File: config.mk
export PLATFORM = sky130hd
export DESIGN_NAME = uart_rx
export DESIGN_NICKNAME = d
export VERILOG_FILES = /design/src/rtl/uart_rx.sv
export SDC_FILE = /design/constraint.sdc
export NUM_CORES = 1
export LEC_CHECK = 0
export CORE_ASPECT_RATIO = 0.75
export CORE_UTILIZATION = 55
export CTS_CLUSTER_SIZE = 8
export DETAILED_ROUTE_END_ITERATION = 8
export GPL_ROUTABILITY_DRIVEN = 1
export PLACE_DENSITY = 0.78
export SYNTH_ARGS = -nofsm -noshare
export SYNTH_HDL_FRONTEND = slang
export SYNTH_SLANG_ARGS = --single-unit
File: constraint.sdc
create_clock -name clk -period 5.2 [get_ports clk]
set_input_delay 1.04 -clock clk [delete_from_list [all_inputs] [get_ports clk]]
set_output_delay 1.04 -clock clk [all_outputs]
set_load 0.005 [all_outputs]
File: src/rtl/uart_rx.sv
// uart_rx: oversampled serial receiver for 8N1 / 8E1 / 8O1 frames, LSB first.
// Latency: result pulse (9+PAR_EN)*OVERSAMPLE + OVERSAMPLE/2 clk after the first synchronized low
//          (one more clk when UART_RX_GLITCH_FILTER_EN is defined).
// Backpressure: none; the serial line cannot be stalled, results are one-cycle pulses, P_DATA holds.
//
// Build option: define UART_RX_GLITCH_FILTER_EN to decide each bit by a 3-sample majority vote
// around the bit centre; left undefined, each bit is a single sample at the centre count.
//
// Ports:
//   clk        sole clock, all state on the rising edge
//   rst        asynchronous active-high reset
//   RX_IN      serial line, idle high (synchronized internally)
//   PAR_EN     1 = frame carries a parity bit (latched at frame start)
//   PAR_TYP    0 = even parity, 1 = odd parity (latched at frame start)
//   P_DATA     last correctly received byte
//   data_valid one-cycle pulse per good frame
//   par_err    one-cycle pulse on a parity mismatch
//   stp_err    one-cycle pulse when the stop bit samples 0 (wins over par_err)
//   busy       high whenever the receiver is not idle
module uart_rx #(
    parameter int OVERSAMPLE = 8    // clk cycles per serial bit; even, at least 4
) (
    input  logic       clk,
    input  logic       rst,
    input  logic       RX_IN,
    input  logic       PAR_EN,
    input  logic       PAR_TYP,
    output logic [7:0] P_DATA,
    output logic       data_valid,
    output logic       par_err,
    output logic       stp_err,
    output logic       busy
);

    localparam int CW = $clog2(OVERSAMPLE);

    // Counter value of the last cycle of a bit, and of the bit centre.
    localparam logic [CW-1:0] CNT_LAST = CW'(OVERSAMPLE - 1);
    localparam logic [CW-1:0] CNT_MID  = CW'(OVERSAMPLE / 2 - 1);

`ifdef UART_RX_GLITCH_FILTER_EN
    // Votes are collected at mid-1 and mid; the decision is taken at mid+1.
    localparam logic [CW-1:0] CNT_PRE    = CW'(OVERSAMPLE / 2 - 2);
    localparam logic [CW-1:0] CNT_DECIDE = CW'(OVERSAMPLE / 2);
`else
    localparam logic [CW-1:0] CNT_DECIDE = CNT_MID;
`endif

    typedef enum logic [2:0] {
        S_IDLE,
        S_START,
        S_DATA,
        S_PARITY,
        S_STOP
    } state_t;

    state_t        state_q, state_d;

    logic [1:0]    sync_q;
    logic          rx_s;

    logic [CW-1:0] cnt_q, cnt_d;
    logic [2:0]    idx_q, idx_d;
    logic [7:0]    shift_q, shift_d;
    logic          par_en_q, par_en_d;
    logic          par_typ_q, par_typ_d;
    logic          par_flag_q, par_flag_d;
    logic [7:0]    pdata_q, pdata_d;
    logic          dv_q, dv_d;
    logic          pe_q, pe_d;
    logic          se_q, se_d;

    logic          bit_end;     // last cycle of the current bit
    logic          decide;      // cycle on which the current bit value is resolved
    logic          bit_val;     // resolved value of the current bit

    // ------------------------------------------------------------------
    // Two-flop synchronizer; resets to the idle (high) line level so a
    // reset never looks like a start edge.
    // ------------------------------------------------------------------
    always_ff @(posedge clk or posedge rst) begin
        if (rst) begin
            sync_q <= 2'b11;
        end else begin
            sync_q <= {sync_q[0], RX_IN};
        end
    end

    assign rx_s = sync_q[1];

    // ------------------------------------------------------------------
    // Bit value resolution
    // ------------------------------------------------------------------
`ifdef UART_RX_GLITCH_FILTER_EN
    logic [1:0] vote_q, vote_d;

    always_comb begin
        vote_d = vote_q;
        if (state_q != S_IDLE) begin
            if (cnt_q == CNT_PRE) begin
                vote_d[0] = rx_s;
            end
            if (cnt_q == CNT_MID) begin
                vote_d[1] = rx_s;
            end
        end
    end

    always_ff @(posedge clk or posedge rst) begin
        if (rst) begin
            vote_q <= 2'b11;
        end else begin
            vote_q <= vote_d;
        end
    end

    // Majority of the samples at mid-1, mid and the live one at mid+1.
    assign bit_val = (vote_q[0] & vote_q[1]) | (vote_q[0] & rx_s) | (vote_q[1] & rx_s);
`else
    assign bit_val = rx_s;
`endif

    assign bit_end = (cnt_q == CNT_LAST);
    assign decide  = (cnt_q == CNT_DECIDE);

    // ------------------------------------------------------------------
    // FSM: state register
    // ------------------------------------------------------------------
    always_ff @(posedge clk or posedge rst) begin
        if (rst) begin
            state_q <= S_IDLE;
        end else begin
            state_q <= state_d;
        end
    end

    // ------------------------------------------------------------------
    // FSM: next state
    // ------------------------------------------------------------------
    always_comb begin
        state_d = state_q;
        case (state_q)
            S_IDLE: begin
                if (!rx_s) begin
                    state_d = S_START;
                end
            end
            S_START: begin
                // A start bit that reads high at its centre was noise.
                if (decide && bit_val) begin
                    state_d = S_IDLE;
                end else if (bit_end) begin
                    state_d = S_DATA;
                end
            end
            S_DATA: begin
                if (bit_end && (idx_q == 3'd7)) begin
                    state_d = par_en_q ? S_PARITY : S_STOP;
                end
            end
            S_PARITY: begin
                if (bit_end) begin
                    state_d = S_STOP;
                end
            end
            S_STOP: begin
                // Leave mid stop bit so a back-to-back start edge is not missed.
                if (decide) begin
                    state_d = S_IDLE;
                end
            end
            default: begin
                state_d = S_IDLE;
            end
        endcase
    end

    // ------------------------------------------------------------------
    // FSM: outputs. The frame verdict is resolved at the stop-bit decision
    // and registered, so exactly one pulse appears on the following cycle.
    // ------------------------------------------------------------------
    always_comb begin
        busy = (state_q != S_IDLE);
        dv_d = 1'b0;
        pe_d = 1'b0;
        se_d = 1'b0;
        if ((state_q == S_STOP) && decide) begin
            if (!bit_val) begin
                se_d = 1'b1;
            end else if (par_flag_q) begin
                pe_d = 1'b1;
            end else begin
                dv_d = 1'b1;
            end
        end
    end

    // ------------------------------------------------------------------
    // Datapath next state: bit timing, shift register, parity tracking
    // ------------------------------------------------------------------
    always_comb begin
        cnt_d      = cnt_q;
        idx_d      = idx_q;
        shift_d    = shift_q;
        par_en_d   = par_en_q;
        par_typ_d  = par_typ_q;
        par_flag_d = par_flag_q;
        pdata_d    = pdata_q;

        if (state_q == S_IDLE) begin
            cnt_d = '0;
            idx_d = '0;
            // Frame options are frozen at the start edge for the whole frame.
            if (!rx_s) begin
                par_en_d   = PAR_EN;
                par_typ_d  = PAR_TYP;
                par_flag_d = 1'b0;
            end
        end else begin
            if (bit_end || (state_d == S_IDLE)) begin
                cnt_d = '0;
            end else begin
                cnt_d = cnt_q + 1'b1;
            end

            if (state_q == S_DATA) begin
                if (decide) begin
                    shift_d[idx_q] = bit_val;
                end
                if (bit_end) begin
                    idx_d = idx_q + 1'b1;
                end
            end

            if ((state_q == S_PARITY) && decide) begin
                par_flag_d = (bit_val != ((^shift_q) ^ par_typ_q));
            end
        end

        // Errored frames leave the last good byte in place.
        if (dv_d) begin
            pdata_d = shift_q;
        end
    end

    // ------------------------------------------------------------------
    // Datapath registers
    // ------------------------------------------------------------------
    always_ff @(posedge clk or posedge rst) begin
        if (rst) begin
            cnt_q      <= '0;
            idx_q      <= '0;
            shift_q    <= '0;
            par_en_q   <= 1'b0;
            par_typ_q  <= 1'b0;
            par_flag_q <= 1'b0;
            pdata_q    <= '0;
            dv_q       <= 1'b0;
            pe_q       <= 1'b0;
            se_q       <= 1'b0;
        end else begin
            cnt_q      <= cnt_d;
            idx_q      <= idx_d;
            shift_q    <= shift_d;
            par_en_q   <= par_en_d;
            par_typ_q  <= par_typ_d;
            par_flag_q <= par_flag_d;
            pdata_q    <= pdata_d;
            dv_q       <= dv_d;
            pe_q       <= pe_d;
            se_q       <= se_d;
        end
    end

    assign P_DATA     = pdata_q;
    assign data_valid = dv_q;
    assign par_err    = pe_q;
    assign stp_err    = se_q;

endmodule

==> flow_summary.toml <==
[logic_synthesis]
synth_flop_cell = "dfrtp_1"
yosysWarnings = 0
netlist_area_um2 = 1620
postSynthCellCount = 135
synth_area_leaders = "dfrtp_1 48%, mux2_2 13%, ha_1 3.9%, a2111oi_4 3.4%, dfstp_2 3.3%"
syn_nets = 145
synth_edf_count = 0
synth_top_area_cell = "dfrtp_1"
synth_cell_types = 36
avgSynthCellArea_um2 = 12.0
synthArstFlopShare_pct = 100
synth_top_area_share_pct = 48.0
ys_ff_latch = 33
yosysSeqAreaShare_pct = 51.3

[timing]
timing.setup.tns_ns = 0
hold_ws_ns = 0.356
finClkSkew_ns = 0.00873
rsz0062_at_grt = "false"
fmax_mhz = 344
period_needed_ns = 2.91
finalCritPeriodShare_pct = 55.9
setup_viol = 0
max_slew_margin_pct = 60.9
finalWorstSetupSlack_ns = 2.29
maxSlewViolCount = 0
tightest_slew_ns = 0.587
hold_viol = 0

[grt]
grt_max_degree = 34
grt_remaining_overflow = 0
grt.total_usage_pct = 21.3
antenna_found_initial = 0
grt_pass1_wl_um = 4850
grt_pass1_vias = 1073

[power]
vdd_drop_max_mv = 0.217
power_uw = 713
power_density_nw_per_um2 = 379
internal-power_uw = 490
combinationalPowerShare_pct = 26.3
sw_frac_of_total_pct = 31.3
p_switching_uw = 223
leakage_nw = 0.837
p_clk_share_pct = 27.3
seqPwrFrac_pct = 46.4

[final_layout]
final_cells = 190
areaGrowthSynthToFinish_pct = 16.5
antenna_cells = 0
final_area_um2 = 1880
fin_nets = 163
final_core_util_pct = 69.6
final.fill_count = 193
drive_above_1_share_pct = 21.4

[setup_path]
endpoint = "busy"
path_max_fanout = 13
cp-start-kind = "flip-flop"
critPathCaptureType = "output port"
worstPathArrival_ns = 1.87
reg2reg_from = "cnt_q[0]$_DFF_PP0_"
startpoint = "state_q[0]$_DFF_PP0_"
r2r-end = "cnt_q[0]$_DFF_PP0_"
reg2reg_slack_ns = 2.94
worst-setup-path-type = "reg2out"
rr_worst_depth = 6
required_ns = 4.16

[placed_design]
dp_hpwl_um = 2040
place_inst = 182
pre_cts_ws_ns = 2.60
globalplace.congestion = 0.856
post_dp_cell_area_um2 = 1790
portBuffers = 16

[min_path]
hold_path_class = "reg2reg"

[job]
drv_cap = 0

[floorplan]
rows = 16
dieArea_um2 = 3160
ios = 17
coreArea_um2 = 2700
start_util_pct = 59.8
die_w_um = 64.6
chipHeight_um = 48.9

[drt]
drtPass1Iterations = 6
drc = 0
routed-via-count = 1035
vias_per_cell = 5.45
postRouteAntennaNets = 0
wl_per_cell_um = 15.2
drt_wl_total_um = 2890
drtIter0Drc = 22

[clock_tree]
clkSlewWorstSetupHoldPaths_ns = 0.07
postCtsHoldBufs = 0
cts_tree = "built"
cts_buffer_depth = 2
htree_levels = 2
cts_sinks = 33
clkLatencyLatePin_ns = 0.29
post_cts_resized = 0
post-cts-setup-buffer-count = 0
cts-root-buf = "clkbuf_8"
cts_buffers = 5

[outcome]
status = "completed"
## worst max-delay path, stage by stage, from the launching register on
cell and delay (ns):
dfrtp_1 0.51, nor3_2 0.44, inv_1 0.16, clkdlybuf4s50_1 0.47
## layout by cell type (no fill, tap or decap), types with 2 or more instances in the layout
cell type,count
a2111oi_4,2
a21oi_1,3
clkbuf_1,2
clkbuf_8,6
clkdlybuf4s50_1,16
dfrtp_1,31
dfstp_2,2
ha_1,5
inv_1,9
mux2_2,18
nand2_1,6
nand2b_1,2
nand3_1,6
nand3b_1,2
nor2_1,9
nor3_1,2
nor3b_1,2
o21ai_0,8
xnor2_1,6
## cells in the mapped netlist (2+ instances only)
cell type,n
xnor2_1,6
nor2_1,9
dfstp_2,2
nor3_1,2
clkbuf_1,2
nor3b_1,2
ha_1,5
nand3b_1,2
nand2_1,6
a2111oi_4,2
nand2b_1,2
nand3_1,6
inv_1,9
buf_2,2
o21ai_0,8
mux2_2,18
dfrtp_1,31
a21oi_1,3
## power groups by stage
stage          combinational, mW  clock, mW  sequential [mW]
3_3_place_gp               0.179          0            0.331
5_1_grt                    0.207      0.213            0.335
4_1_cts                    0.189      0.197            0.330
2_1_floorplan              0.172          0            0.313
6_report                   0.188      0.194            0.331
3_5_place_dp               0.190          0            0.335
## per-layer routing
metal  up-vias  part of all wire [%]  global-route usage [%]
met5         -                     0                       0
met4         0                   2.1                    9.63
met3         8                   6.5                    8.64
met2        42                    46                    31.2
met1       485                    46                    27.5
li1        500                     -                       -
## how the worst min path moves through the flow
stage / depth (start not counted) / end / slack [ns] / start
final: 0 / sync_q[1]$_DFF_PP1_ / 0.36 / sync_q[0]$_DFF_PP1_
after global routing: 0 / sync_q[1]$_DFF_PP1_ / 0.36 / sync_q[0]$_DFF_PP1_
after CTS: 0 / sync_q[1]$_DFF_PP1_ / 0.36 / sync_q[0]$_DFF_PP1_
after detailed placement: 0 / sync_q[1]$_DFF_PP1_ / 0.35 / sync_q[0]$_DFF_PP1_
after global placement: 0 / sync_q[1]$_DFF_PP1_ / 0.35 / sync_q[0]$_DFF_PP1_
after floorplan: 0 / sync_q[1]$_DFF_PP1_ / 0.35 / sync_q[0]$_DFF_PP1_
## state kept, by name, indices dropped and copies added, names as in the netlist, 2 cells and up
| signal | cells |
|---|---|
| idx_q | 3 |
| P_DATA | 8 |
| state_q | 3 |
| shift_q | 8 |
| cnt_q | 3 |
| sync_q | 2 |
## layout make-up
class	instances	area [um2]	area share (%)
Sequential cell	33	828	44.0
Inverter	9	33.8	1.80
Multi-Input combinational cell	87	717	38.1
Clock buffer	8	90.1	4.79
Tap cell	36	45.0	2.39
Timing Repair Buffer	17	168	8.91
## kinds of logic (layout without fill, tap and decap cells)
logic type,count (synthesis),after routing,share of synthesized area [%]
compound gates,19,19,9.92
xor+xnor,8,8,5.19
fa+ha+maj,5,5,3.87
buf+inv,15,34,4.34
flops,33,33,51.3
mux,19,19,13.2
simple gates,36,36,12.2
Note: power is estimated with default switching activity, not from simulation.
